**src/rtl/mux4_rr_arbiter.sv**
```systemverilog
// mux4_rr_arbiter: round-robin owner of a 4:1 mux with registered selects/output.
// Define ARB_TIMEOUT_EN to force release after MAX_HOLD grant cycles.
module mux4_rr_arbiter #(
    parameter int MAX_HOLD = 15,
    parameter int CNT_W    = 8
) (
    input  logic       clk,
    input  logic       rst_n,
    input  logic [3:0] req,
    input  logic       done,
    input  logic       i0,
    input  logic       i1,
    input  logic       i2,
    input  logic       i3,
    output logic [3:0] gnt,
    output logic       s1,
    output logic       s0,
    output logic       busy,
    output logic       out,
    output logic       timeout
);
    typedef enum logic {IDLE, GRANT} state_t;

    if (MAX_HOLD < 1 || MAX_HOLD > 255 || (64'd1 << CNT_W) <= 64'(MAX_HOLD)) begin : g_bad_param
        $error("mux4_rr_arbiter: MAX_HOLD/CNT_W out of range");
    end

    state_t     state_q, state_d;
    logic [3:0] gnt_q, gnt_d;
    logic [1:0] sel_q, sel_d, last_q, last_d, pick, c;
    logic       busy_q, busy_d, out_q, out_d, to_q, to_d, rel, force_rel;
    logic [3:0] din;

    assign din = {i3, i2, i1, i0};
    assign rel = done | ~req[sel_q];

`ifdef ARB_TIMEOUT_EN
    logic [CNT_W-1:0] cnt_q, cnt_d;
    assign force_rel = ~rel && cnt_q == CNT_W'(MAX_HOLD - 1);
`else
    assign force_rel = 1'b0;
`endif

    // Scan downward so the lowest offset from last+1 wins.
    always_comb begin
        pick = last_q;
        c    = '0;
        for (int j = 3; j >= 0; j--) begin
            c = last_q + 2'(j + 1);
            if (req[c]) pick = c;
        end
    end

    always_comb begin
        state_d = state_q;
        gnt_d   = gnt_q;
        sel_d   = sel_q;
        busy_d  = busy_q;
        last_d  = last_q;
        to_d    = 1'b0;
        out_d   = busy_q ? din[sel_q] : 1'b0;
`ifdef ARB_TIMEOUT_EN
        cnt_d   = cnt_q;
`endif
        if (state_q == IDLE) begin
            if (|req) begin
                state_d = GRANT;
                gnt_d   = 4'b0001 << pick;
                sel_d   = pick;
                busy_d  = 1'b1;
`ifdef ARB_TIMEOUT_EN
                cnt_d   = '0;
`endif
            end
        end else if (rel || force_rel) begin
            state_d = IDLE;
            gnt_d   = 4'b0000;
            busy_d  = 1'b0;
            last_d  = sel_q;
            to_d    = force_rel;
        end else begin
`ifdef ARB_TIMEOUT_EN
            cnt_d   = cnt_q + 1'b1;
`endif
        end
    end

    always_ff @(posedge clk or negedge rst_n) begin
        if (!rst_n) begin
            state_q <= IDLE;
            gnt_q   <= 4'b0000;
            sel_q   <= 2'd0;
            busy_q  <= 1'b0;
            last_q  <= 2'd3;
            out_q   <= 1'b0;
            to_q    <= 1'b0;
        end else begin
            state_q <= state_d;
            gnt_q   <= gnt_d;
            sel_q   <= sel_d;
            busy_q  <= busy_d;
            last_q  <= last_d;
            out_q   <= out_d;
            to_q    <= to_d;
        end
    end

`ifdef ARB_TIMEOUT_EN
    always_ff @(posedge clk or negedge rst_n) begin
        if (!rst_n) cnt_q <= '0;
        else        cnt_q <= cnt_d;
    end
    assign timeout = to_q;
`else
    assign timeout = 1'b0;
`endif

    assign gnt  = gnt_q;
    assign s1   = sel_q[1];
    assign s0   = sel_q[0];
    assign busy = busy_q;
    assign out  = out_q;
endmodule

```
**config.mk**
```make
export PLATFORM = sky130hd
export DESIGN_NAME = mux4_rr_arbiter
export DESIGN_NICKNAME = d
export VERILOG_FILES = /design/src/rtl/mux4_rr_arbiter.sv
export SDC_FILE = /design/constraint.sdc
export NUM_CORES = 1
export LEC_CHECK = 0
export CAP_MARGIN = 20
export CORE_UTILIZATION = 43
export CTS_CLUSTER_DIAMETER = 60
export DETAILED_ROUTE_END_ITERATION = 10
export GPL_ROUTABILITY_DRIVEN = 0
export MAX_ROUTING_LAYER = met4
export PLACE_DENSITY = 0.73
export RECOVER_POWER = 100
export SYNTH_ARGS = -nofsm -noshare
export SYNTH_HDL_FRONTEND = slang
export SYNTH_SLANG_ARGS = --single-unit
```
**constraint.sdc**
```tcl
create_clock -name clk -period 2 [get_ports clk]
set_input_delay 0.3 -clock clk [delete_from_list [all_inputs] [get_ports clk]]
set_output_delay 0.3 -clock clk [all_outputs]
set_load 0.05 [all_outputs]
```
# Yosys cells after proc, flatten, opt, wreduce, memory -nomap -nowiden
# Cells that the tools add are included.
# word_totals
ff_bits	11
in_bits	11
output_inout_bits	9
wordCells	46
# classes
add_sub_neg	3
n_lt_le_gt_ge	4
eq_ne	1
shifts	1
mux	23
bitwise	3
n_reduce_logical	5
# op_table
operator	count
$lt 2x3->1 const B	4
$mux 1	12
$mux 4	3
$bmux 1 s2	5
$mux 2	3
$reduce_and 2->1	3
$add 2x2->2 const B	2
$reduce_or 4->1	1
$shl 1x2->4 const A	1
$add 2x1->2 const B	1
$ne 2x1->1 const B	1
$not 1->1	2
$reduce_bool 2->1	1
$or 1x1->1	1

# Logic depth before layout (Yosys ltp)
# logic_depth
word_depth	9
depth_mapped	5
mapped_depth_nobuf	4

# Worst setup path after synthesis
# OpenSTA, ideal clock, no wires.
# synth_timing
kind	register to register
from	reg sel_q[1]
to	reg last_q[0]
setup_time_ns	0.082
t_arrival_ns	1.675
required_time_ns	1.918
slack_ns	0.243
path_stages_with_launch	5
n_path_buf	0
period_less_slack_ns	1.757
path_cell_list	dfrtp_1 mux2i_1 nor3_2 nor3_4 mux2_4
# synth_between
elab_chain_cells	5
# synth_lines
item	line	rtl
from (decl)	30	logic [1:0] sel_q, sel_d, last_q, last_d, pick, c;
from (signal assigned)	100	sel_q <= sel_d;
$bmux 1 s2	35	assign rel = done | ~req[sel_q];
$mux 1 (not written as such)	35	
$not 1->1	35	
$or 1x1->1	35	
$reduce_and 2->1 (no line)	n/a	
to (signal assigned)	102	last_q <= last_d;
to (decl)	30	
# Every way passes these cells. The select of a mux whose other input is x is not followed.
# A chain may end at the register's enable or synchronous reset.

# Worst setup path in the final report
# layout_timing
from	reg sel_q[1]
to	out s1
# layout_lines
item	line	rtl
to (decl)	16	output logic s1,
# No word-level cell between the ends.

==> results.sh <==
export IMPL_status="completed"
export IMPL_reg2reg_from="sel_q[1]"
export IMPL_insertion_delay_ps=260
export IMPL_synth_nets=66
export IMPL_synth_cell_types=27
export IMPL_powerDensity_nw_per_um2=1567
export IMPL_syn_to_final_growth_pct=31.88
export IMPL_postRouteAntennaNets=0
export IMPL_critPathRequiredTime_ps=1700
export IMPL_wl_per_cell_um=13.21
export IMPL_power_mw=1.249
export IMPL_p_leak_nw=0.3385
export IMPL_ys_seq_elements=11
export IMPL_mappedNetlistArea_um2=604.3
export IMPL_core_um2=1301
export IMPL_tightest_slew_ps=580.9
export IMPL_syn_area_per_cell_um2=10.99
export IMPL_cts_root_buf="clkbuf_4"
export IMPL_postCtsHoldBufs=0
export IMPL_async_flop_share=1.000
export IMPL_design_die_area_um2=1559
export IMPL_grt_overflow_total=0
export IMPL_synth_commonest_cells="9 x dfrtp_1, 6 x nand2_1, 6 x o21ai_0"
export IMPL_min_period_ps=1883
export IMPL_crit_fanout=6
export IMPL_path_delay_family="buffers and inverters"
export IMPL_nets=87
export IMPL_grt_setup_unrepaired="false"
export IMPL_grt_max_degree=14
export IMPL_drtIter0Drc=7
export IMPL_cts_buffers_inserted=3
export IMPL_fin_hold_ws_ps=439.9
export IMPL_drive_above_1_share=0.1333
export IMPL_setup_tns_ps=0
export IMPL_yosys_area_top_type="dfrtp_1"
export IMPL_antenna_found_initial=0
export IMPL_worstReg2RegEnd="last_q[1]"
export IMPL_slowest_delay_ps=850
export IMPL_path_cells="clkdlybuf4s50_1"
export IMPL_fp_dieW_um=39.49
export IMPL_clock_sink_count=11
export IMPL_yosys_top_cells_area="dfrtp_1 37%, dfstp_2 8.7%, o32ai_1 5.8%"
export IMPL_min_period_over_period=0.9414
export IMPL_hold_viol_final=0
export IMPL_path_clk_slew_ps=70
export IMPL_worstPathArrival_ps=1580
export IMPL_end_kind="output port"
export IMPL_drc=0
export IMPL_fmax_ghz=0.5311
export IMPL_worstSetupPathType="register to output port"
export IMPL_rows=13
export IMPL_drt_wl_total_um=1189
export IMPL_yosys_area_top_type_share=0.3727
export IMPL_slew_violations=0
export IMPL_vias_per_cell=5.478
export IMPL_die_h_um=39.49
export IMPL_post_cts_setup_buffers=0
export IMPL_vias=493
export IMPL_htreeDepth=1
export IMPL_worst_path_buf_inv=1
export IMPL_synth_edf_count=0
export IMPL_synth_ff_type="dfrtp_1"
export IMPL_initial_core_util=0.4644
export IMPL_relSlewSlack=0.6128
export IMPL_rrSetupSlack_ps=260
export IMPL_ys_warn_count=0
export IMPL_fillerInstances=126
export IMPL_ctsResizeCount=0
export IMPL_fin_skew_ps=4.228
export IMPL_vdd_drop_max_uv=832.1
export IMPL_worst_setup_path_start_kind="register"
export IMPL_hp_class="input port to async pin"
export IMPL_dp_cells=86
export IMPL_port_buffers=18
export IMPL_grt_pass1_vias=433
export IMPL_synth_most_common_cell="dfrtp_1"
export IMPL_worstRegToRegCells=4
export IMPL_setup_violations=0
export IMPL_cts_tree="done"
export IMPL_drt_pass1_iterations=3
export IMPL_grt_first_pass_wirelength_um=1890
export IMPL_finalNonFillerCells=90
export IMPL_pin_count=20
export IMPL_cap_violations=0
export IMPL_clk_path_buf_depth=2
export IMPL_yosysSeqAreaShare=0.4596
export IMPL_synth_cells=55
export IMPL_track_usage=0.1934
export IMPL_n_antenna_cell=0
export IMPL_critPathSlowestCell="clkdlybuf4s50_1"
export IMPL_hpwl_um=918.7
## stage by stage
step                setup WS [ps]  utilization  cell area [um^2]
finish                      117.3       0.6125             797.0
global route                66.48       0.6125             797.0
CTS                         89.14       0.6231             810.8
detailed placement          121.9       0.6029             784.5
global placement            148.3       0.6029             784.5
floorplan                   243.0            -             604.3
## per-layer routing
| metal | vias up | wire length [um] | track usage |
|---|---|---|---|
| met4 | 0 | 6 | 0.05172 |
| met2 | 11 | 550 | 0.2664 |
| li1 | 244 | - | - |
| met5 | - | 0 | - |
| met3 | 2 | 62 | 0.08523 |
| met1 | 236 | 570 | 0.2562 |
## where the power goes
part	internal (mW)	switching [mW]	total [mW]
sequential	0.332	0.0891	0.421
combinational	0.260	0.421	0.681
clock	0.0771	0.0698	0.147
total	0.669	0.580	1.25
## cell usage in the layout, fill, tap and decap left out, drive strengths merged, types with 2 or more instances in the layout
cell / n
a21oi: 2
clkbuf: 4
clkdlybuf4s50: 11
dfrtp: 9
dfstp: 2
dlygate4sd3: 7
inv: 3
mux2: 2
mux2i: 2
nand2: 6
nor2: 2
nor3: 2
o21ai: 6
o32ai: 4
## sequential cells by signal, summed over array words and instances, names as in the netlist
| signal | count |
|---|---|
| out | 1 |
| gnt | 4 |
| last_q | 2 |
| sel_q | 2 |
| busy | 1 |
| state_q | 1 |
## final cells by class
cell class / count / area (um^2) / area share
tap: 15 / 18.77 / 0.02355
clock buffer: 4 / 26.28 / 0.03297
multi-input combinational: 39 / 282.8 / 0.3548
timing repair buffer: 18 / 180.2 / 0.2261
inverter: 3 / 11.26 / 0.01413
sequential: 11 / 277.8 / 0.3485
## how the worst max path moves through the flow
stage	start	endpoint	slack, ps	cells after the start
CTS	sel_q[1]	s1	90	1
global route	sel_q[1]	s1	70	1
finish	sel_q[1]	s1	120	1
floorplan	sel_q[1]	last_q[0]	240	4
global placement	req[0]	last_q[0]	150	5
detailed placement	req[3]	sel_q[0]	120	5
## logic make-up after synthesis
logic type	share of synthesized area
simple gates	0.1781
flops	0.4596
compound gates	0.1801
mux	0.1263
buf+inv	0.04969
other cells	0.006205
Power figures use the tool's default switching activity.
